### config.mk
export PLATFORM = sky130hd
export DESIGN_NAME = apb4_master_bridge
export DESIGN_NICKNAME = d
export VERILOG_FILES = /design/src/rtl/apb4_master_bridge.sv
export SDC_FILE = /design/constraint.sdc
export NUM_CORES = 1
export LEC_CHECK = 0
export CORE_UTILIZATION = 30
export CTS_CLUSTER_DIAMETER = 80
export CTS_CLUSTER_SIZE = 16
export DETAILED_ROUTE_END_ITERATION = 10
export GPL_TIMING_DRIVEN = 0
export PLACE_DENSITY = 0.59
export SYNTH_ARGS = -nofsm -noshare
export SYNTH_HDL_FRONTEND = slang
export SYNTH_SLANG_ARGS = --single-unit
### constraint.sdc
create_clock -name PCLK -period 5 [get_ports PCLK]
set_input_delay 1.25 -clock PCLK [delete_from_list [all_inputs] [get_ports PCLK]]
set_output_delay 1.25 -clock PCLK [all_outputs]
set_load 0.03 [all_outputs]
### src/rtl/apb4_master_bridge.sv
// apb4_master_bridge: converts a valid/ready request port into APB4 SETUP/ACCESS transfers
// with a single-cycle response pulse and an optional ACCESS-phase wait timeout.
module apb4_master_bridge #(
  parameter int PADDR_SIZE = 32,
  parameter int PDATA_SIZE = 32,
  parameter int TIMEOUT    = 255
) (
  input  logic                    PCLK,
  input  logic                    PRESET,
  input  logic                    req_valid,
  output logic                    req_ready,
  input  logic                    req_write,
  input  logic [PADDR_SIZE-1:0]   req_addr,
  input  logic [PDATA_SIZE-1:0]   req_wdata,
  input  logic [PDATA_SIZE/8-1:0] req_be,
  input  logic [2:0]              req_prot,
  output logic                    rsp_valid,
  output logic [PDATA_SIZE-1:0]   rsp_rdata,
  output logic                    rsp_err,
  output logic                    rsp_timeout,
  output logic                    PSEL,
  output logic                    PENABLE,
  output logic                    PWRITE,
  output logic [PADDR_SIZE-1:0]   PADDR,
  output logic [PDATA_SIZE-1:0]   PWDATA,
  output logic [PDATA_SIZE/8-1:0] PSTRB,
  output logic [2:0]              PPROT,
  input  logic [PDATA_SIZE-1:0]   PRDATA,
  input  logic                    PREADY,
  input  logic                    PSLVERR
);
  localparam logic [1:0] IDLE = 2'd0, SETUP = 2'd1, ACCESS = 2'd2;
  logic [1:0] state;
  logic       tmo, accept, done;
  assign req_ready = state == IDLE || (state == ACCESS && PREADY);
  assign accept    = req_valid && req_ready;
  assign done      = state == ACCESS && (PREADY || tmo);
  generate
    if (TIMEOUT > 0) begin : g_tmo
      localparam int CW = $clog2(TIMEOUT + 1);
      logic [CW-1:0] cnt;
      always_ff @(posedge PCLK or posedge PRESET)
        if (PRESET) cnt <= '0;
        else if (state == SETUP) cnt <= '0;
        else if (state == ACCESS && !PREADY) cnt <= cnt + 1'b1;
      assign tmo = cnt == CW'(TIMEOUT) && !PREADY;
    end else begin : g_no_tmo
      assign tmo = 1'b0;
    end
  endgenerate
  always_ff @(posedge PCLK or posedge PRESET) begin
    if (PRESET) begin
      state       <= IDLE;
      PSEL        <= 1'b0;
      PENABLE     <= 1'b0;
      PWRITE      <= 1'b0;
      PADDR       <= '0;
      PWDATA      <= '0;
      PSTRB       <= '0;
      PPROT       <= '0;
      rsp_valid   <= 1'b0;
      rsp_rdata   <= '0;
      rsp_err     <= 1'b0;
      rsp_timeout <= 1'b0;
    end else begin
      rsp_valid <= done;
      if (done) begin
        rsp_err     <= PREADY ? PSLVERR : 1'b1;
        rsp_timeout <= !PREADY;
        rsp_rdata   <= PREADY && !PWRITE ? PRDATA : '0;
      end
      // a request accepted on the completing ACCESS cycle goes straight to SETUP with PSEL held
      if (accept) begin
        state   <= SETUP;
        PSEL    <= 1'b1;
        PENABLE <= 1'b0;
        PWRITE  <= req_write;
        PADDR   <= req_addr;
        PWDATA  <= req_wdata;
        PSTRB   <= req_write ? req_be : '0;
        PPROT   <= req_prot;
      end else if (state == SETUP) begin
        state   <= ACCESS;
        PENABLE <= 1'b1;
      end else if (done) begin
        state   <= IDLE;
        PSEL    <= 1'b0;
        PENABLE <= 1'b0;
      end
    end
  end
endmodule

==> run summary, run 1 <==
### Critical path
- **crit path cell chain** buf_4 > nor2b_4 > nor2_1 > clkdlybuf4s50_1
- **Critical Path End Type** output pin
- **Critical Path Max Stage Delay** 0.73 ns
- **startpoint class of the critical path** primary input
- **Bufs and invs on worst path** 2
- **CP required** 3.75 ns
- **Worst Path Class, Setup** primary input to output pin
- **dominant delay contributor by cell family on the critical path** buffers and inverters
- **critical path fanouts, max** 10
- **Worst path slowest cell** clkdlybuf4s50_1
- **data arrival at the endpoint of the critical path** 2.40 ns

### Detailed routing
- **total via count after detailed routing** 3984
- **average vias per placed instance** 4.68
- **remaining routing DRC violations** 0
- **Detailed Routing Iterations Pass 1** 4
- **DRC marker count from the first detailed-route iteration** 182
- **average wire per cell in the routed design** 16.7 µm
- **final wirelength** 14.2 mm
- **count of antenna-violating nets left after detailed routing** 0

### STA
- **final period demand of the worst path** 3.65 ns
- **final number of max-transition violations** 0
- **maximum frequency from static timing analysis** 274 MHz
- **final setup violation count** 0
- **normalized max-slew margin** 0.624
- **Final period util** 0.730
- **final clock skew** 0.00744 ns
- **transition time of the tightest slew-check pin** 0.564 ns
- **unrepaired setup endpoints after global routing** no
- **count of endpoints failing hold in the final timing report** 0

### Logic synthesis
- **share of the synthesized area in the top cell type** 0.569
- **most frequently used flop master after synthesis** dfrtp_1
- **count of yosys warnings during synthesis** 0
- **syn_area_per_cell** 13.6 µm²
- **flops & latches, synth** 118
- **proportion of synthesized chip area in sequential cells** 0.569
- **Area contributors post-synth** dfrtp_1, mux2_4, a22oi_1
- **Mapped Area** 5190 µm²
- **fraction of registers with async set or reset after synthesis** 1.00
- **synthesized netlist net count** 492
- **number of standard cells after synthesis** 382
- **number of different library cells in the post-synthesis netlist** 43
- **count of flip-flops with a built-in enable after synthesis** 0
- **cell taking the most area after synthesis** dfrtp_1

### Clocking
- **clock-pin slew on the worst setup and hold paths** 0.05 ns
- **# hold bufs at CTS** 0
- **H-Tree Level Count** 4
- **number of CTS-inserted buffers** 17
- **number of gates given a new drive strength after cts** 0
- **cell chosen for the clock root** clkbuf_16
- **insertion delay of the later-clocked pin in the worst-skew pair** 0.41 ns
- **Max Root-Sink Buffers** 2
- **total setup buffers inserted after CTS** 0
- **clock tree from TritonCTS** done
- **number of clock sinks** 118

### Placed design
- **placed cell areas** 7670 µm²
- **post-detail-place hpwl** 10.3 mm
- **Placed Cells** 820
- **number of input and output port buffers inserted** 217
- **Final GP Congestion** 0.780

### Cells and area
- **share of layout cells above drive strength 1** 0.190
- **layout-stage area growth over the synthesis result** 59.6%
- **Register Area** 2950 µm²
- **Ant. Diodes** 0
- **leading cell type in the layout, fill and taps excluded** clkdlybuf4s50_1
- **top library cells by usage in the layout, fill and taps aside** clkdlybuf4s50_1, dfrtp_1, mux2_4
- **number of non-filler instances in the completed layout** 851
- **footprint of the multi-input gates** 2030 µm²
- **count of nets after finishing** 729
- **final design instance area without fill** 8280 µm²
- **fill count** 1460

### GRT
- **overall fraction of global-route tracks in use** 0.164
- **number of antenna violations at the first check in global routing** 0
- **maximum number of pins on one net before global-route repair** 61
- **overflow left after global routing** 0
- **wire length of the first global-routing pass** 22.7 mm
- **vias in the first global route** 4179

### Floorplan
- **Initial Utilization** 0.310
- **row count** 47
- **Chip Width** 134 µm
- **area of the die** 17800 µm²
- **total core area** 16800 µm²
- **I/O pin count** 219
- **vertical extent of the die** 134 µm

### Pwr
- **largest vdd supply drop** 301 µV
- **Leakage** 3.45 nW
- **Total Power Consumption** 6.10 mW
- **ratio of total power to cell area** 737 nW/µm²

### Status
- **run status** completed

### Run
- **MaxCap Viol Count** 0

### Min path
- **worst min-delay path class** flop to flop

[stage by stage]
| step | utilization | TNS (ns) | worst slack (ns) | hold WS [ns] |
|---|---|---|---|---|
| finish | 0.494 | 0 | 1.35 | 0.488 |
| global route | 0.494 | 0 | 1.30 | 0.506 |
| CTS | 0.494 | 0 | 1.34 | 0.486 |
| detailed placement | 0.458 | 0 | 1.35 | 0.479 |
| global placement | 0.456 | -139.47 | -1.19 | 0.472 |
| floorplan | - | 0 | 0.621 | 0.448 |
[layer usage]
layer  wire length [µm]  track usage  vias up
li1                   -            -     1849
met1               6140        0.205     1980
met2               7040        0.267      140
met4                211       0.0606        0
met3                804       0.0491       15
met5                  0            0        -
[worst reg2reg max path, stage by stage (launching register included)]
cell and delay (ns):
dfrtp_1 0.44, ha_1 0.26, nand4_1 0.16, nor2_1 0.34
clkbuf_2 0.31, o21ai_0 0.13
[report_power, final]
group | switching (mW) | internal (mW) | total, mW
Sequential | 0.312 | 1.42 | 1.74
Combinational | 1.61 | 1.48 | 3.10
Clock | 0.418 | 0.854 | 1.27
[cells by family (layout without fill, tap and decap cells)]
group	Yosys count	after routing	synth area share
fa+ha+maj	1	1	0.00241
mux	73	73	0.196
simple gates	70	70	0.0842
flops	118	118	0.569
buf+inv	35	284	0.0400
compound gates	85	85	0.108
[worst paths after layout]
path / cells after the start / slack [ns] / endpoint / from
max in group asynchronous: 3 / 3.00 / g_tmo.cnt[3] / PRESET
hold / removal: 1 / 0.49 / g_tmo.cnt[7] / g_tmo.cnt[7]
setup / recovery: 4 / 1.35 / req_ready / PREADY
hold reg to reg: 1 / 0.49 / g_tmo.cnt[7] / g_tmo.cnt[7]
setup reg to reg: 5 / 3.23 / rsp_rdata[19] / g_tmo.cnt[0]
min in group asynchronous: 2 / 1.30 / PADDR[14] / PRESET
[flip-flops by register name, summed over array words and instances, names as in the netlist]
name,cells
PADDR,32
PENABLE,1
PPROT,3
PSEL,1
PSTRB,4
PWDATA,32
PWRITE,1
g_tmo.cnt,8
rsp_err,1
rsp_rdata,32
rsp_timeout,1
rsp_valid,1
state,1
[area by class of cell]
cell class	instances	area share
Clock buffer	22	0.0560
Clock inverter	9	0.0181
Buffer	27	0.0215
Tap cell	220	0.0332
Timing Repair Buffer	218	0.266
Sequential cell	118	0.356
Inverter	8	0.00423
Multi-Input combinational cell	229	0.245
[synthesized netlist by cell type, types with 3 or more instances]
cell and number:
o21ai_1 18, nand2_1 8, nor2_1 4, clkbuf_1 9, a22oi_1 33, o21ai_0 15
mux2_2 14, buf_2 5, dfrtp_1 118, nand2b_1 37, mux2_4 54, buf_6 7
buf_4 4, a21oi_1 3, mux2i_1 5, o21a_1 3, inv_1 8
No activity file was read; power rests on OpenSTA's default activity.
==> inputs of run 2 (changes only) <==
==> constraint.sdc (replaced) <==
create_clock -name PCLK -period 3.5 [get_ports PCLK]
set_input_delay 0.875 -clock PCLK [delete_from_list [all_inputs] [get_ports PCLK]]
set_output_delay 0.875 -clock PCLK [all_outputs]
set_load 0.03 [all_outputs]
==> run 2 against run 1 <==
Critical path depth fell by 1. First-iteration DRC count is 2.2% lower. Count of clock-buffer cells in the layout down 1. Final cell count rose by 0.12%. Largest cell class unchanged.
==> run summary, run 2 (synthesized netlist as in run 1, its figures left out) <==
### Status
- **run status** completed, unchanged

### STA
- **final setup violation count** 0, unchanged
- **final period demand of the worst path** 2.94 ns
- **maximum frequency from static timing analysis** 340 MHz
- **final clock skew** 0.00678 ns, was 0.00744 ns
- **transition time of the tightest slew-check pin** 0.568 ns, was 0.564 ns
- **normalized max-slew margin** 0.621, was 0.624
- **count of endpoints failing hold in the final timing report** 0, unchanged
- **final number of max-transition violations** 0, unchanged
- **post-route worst setup slack** 0.556 ns, was 1.35 ns
- **Final period util** 0.841
- **unrepaired setup endpoints after global routing** no, unchanged

### Cells and area
- **Ant. Diodes** 0, unchanged
- **leading cell type in the layout, fill and taps excluded** clkdlybuf4s50_1, unchanged
- **top library cells by usage in the layout, fill and taps aside** clkdlybuf4s50_1, dfrtp_1, mux2_4, unchanged
- **registers with the most flip-flops** PADDR: 32 flops, PWDATA: 32 flops, rsp_rdata: 32 flops, unchanged
- **fill count** 1525, was 1460
- **count of nets after finishing** 731, was 729
- **layout-stage area growth over the synthesis result** 59.4%, was 59.6%
- **share of the core filled with cells in the final layout** 0.494, about the same
- **share of layout cells above drive strength 1** 0.195, was 0.190

### Detailed routing
- **final wirelength** 14.0 mm, was 14.2 mm
- **remaining routing DRC violations** 0, unchanged
- **count of antenna-violating nets left after detailed routing** 0, unchanged
- **average vias per placed instance** 4.66, was 4.68
- **DRC marker count from the first detailed-route iteration** 178, was 182
- **Detailed Routing Iterations Pass 1** 8, was 4
- **total via count after detailed routing** 3973, was 3984
- **average wire per cell in the routed design** 16.5 µm, was 16.7 µm

### Floorplan
- **I/O pin count** 219, unchanged
- **area of the die** 17800 µm², unchanged
- **vertical extent of the die** 134 µm, unchanged
- **total core area** 16800 µm², unchanged
- **row count** 47, unchanged
- **Initial Utilization** 0.310, unchanged
- **Chip Width** 134 µm, unchanged

### Clocking
- **# hold bufs at CTS** 0, unchanged
- **H-Tree Level Count** 4, unchanged
- **number of gates given a new drive strength after cts** 0, unchanged
- **clock-pin slew on the worst setup and hold paths** 0.05 ns, about the same
- **number of CTS-inserted buffers** 17, unchanged
- **insertion delay of the later-clocked pin in the worst-skew pair** 0.41 ns, about the same
- **number of clock sinks** 118, unchanged
- **clock tree from TritonCTS** done, unchanged
- **cell chosen for the clock root** clkbuf_16, unchanged
- **total setup buffers inserted after CTS** 0, unchanged
- **Max Root-Sink Buffers** 2, unchanged

### Pwr
- **sequential cell fraction of total power** 0.289, was 0.284
- **P_sw** 3.33 mW, was 2.34 mW
- **ratio of total power to cell area** 1040 nW/µm², was 737 nW/µm²
- **portion of total power attributed to combinational logic** 0.515, was 0.507
- **Total Power Consumption** 8.57 mW, was 6.10 mW
- **switching share of power** 0.388, was 0.384
- **Internal** 5.24 mW, was 3.76 mW
- **largest vdd supply drop** 511 µV, was 301 µV
- **Leakage** 3.44 nW, was 3.45 nW
- **clock power share** 0.196, was 0.208

### Placed design
- **post-detail-place hpwl** 10.6 mm, was 10.3 mm
- **Setup WS pre-CTS** 0.590 ns, was 1.35 ns
- **Final GP Congestion** 0.749, was 0.780
- **number of input and output port buffers inserted** 217, unchanged

### GRT
- **number of antenna violations at the first check in global routing** 0, unchanged
- **vias in the first global route** 4190, was 4179
- **maximum number of pins on one net before global-route repair** 34, was 61
- **wire length of the first global-routing pass** 22.5 mm, was 22.7 mm
- **overflow left after global routing** 0, unchanged
- **overall fraction of global-route tracks in use** 0.164, about the same

### Min path
- **worst min-delay path class** flop to flop, unchanged
- **hold path depth** 1, unchanged

### Critical path
- **data arrival at the endpoint of the critical path** 2.07 ns, was 2.40 ns
- **critical path fanouts, max** 10, unchanged
- **depth of the worst register-to-register path** 5, unchanged
- **Critical Path End Type** output pin, unchanged
- **startpoint class of the critical path** flop, was primary input
- **CP required** 2.62 ns, was 3.75 ns
- **Worst Path Class, Setup** flop to output pin, was primary input to output pin

### Run
- **MaxCap Viol Count** 0, unchanged

[run 2: cell type report]
type	instances	area, µm²	area share
plain buffers	27	178	0.0215
clock buffers	21	470	0.0569
clock inverters	9	103	0.0124
inverters	8	33.8	0.00408
multi-input cells	229	2030	0.245
flip-flops and latches	118	2950	0.357
well taps	220	275	0.0333
repair buffers	220	2230	0.270
[run 2: path summary, 6_finish.rpt]
kind	from	slack [ns]	endpoint
hold reg to reg	g_tmo.cnt[7]	0.50	g_tmo.cnt[7]
setup / recovery	state[0]	0.56	req_ready
min in group asynchronous	PRESET	0.87	PADDR[14]
setup reg to reg	g_tmo.cnt[0]	1.73	rsp_rdata[14]
hold / removal	g_tmo.cnt[7]	0.50	g_tmo.cnt[7]
max in group asynchronous	PRESET	1.84	rsp_rdata[1]
[run 2: power groups by stage]
stage,logic (mW),registers (mW),clock network (mW)
3_5_place_dp,4.45,2.50,0
6_report,4.41,2.48,1.68
2_1_floorplan,1.41,3.72,0
4_1_cts,4.47,2.49,1.73
3_3_place_gp,4.41,2.46,0
5_1_grt,4.66,2.57,1.80
[run 2: per-stage QoR]
step           TNS [ns]  cells  area, µm²  hold slack, ns
5_1_grt               0    852       8270           0.514
3_5_place_dp          0    822       7700           0.490
3_3_place_gp     -0.403    819       7640           0.472
2_1_floorplan         0    382       5190           0.448
6_report              0    852       8270           0.496
4_1_cts               0    852       8270           0.499
[run 2: critical path, stage by stage (launching register included)]
cell,delay [ns]
dfrtp_1,0.43
clkbuf_1,0.24
nor2_1,0.28
clkdlybuf4s50_1,0.72
[run 2: layer usage]
metal	routed length, µm	GRT usage
met4	149	0.0537
met1	5850	0.194
met2	7220	0.278
met5	0	0
met3	819	0.0563
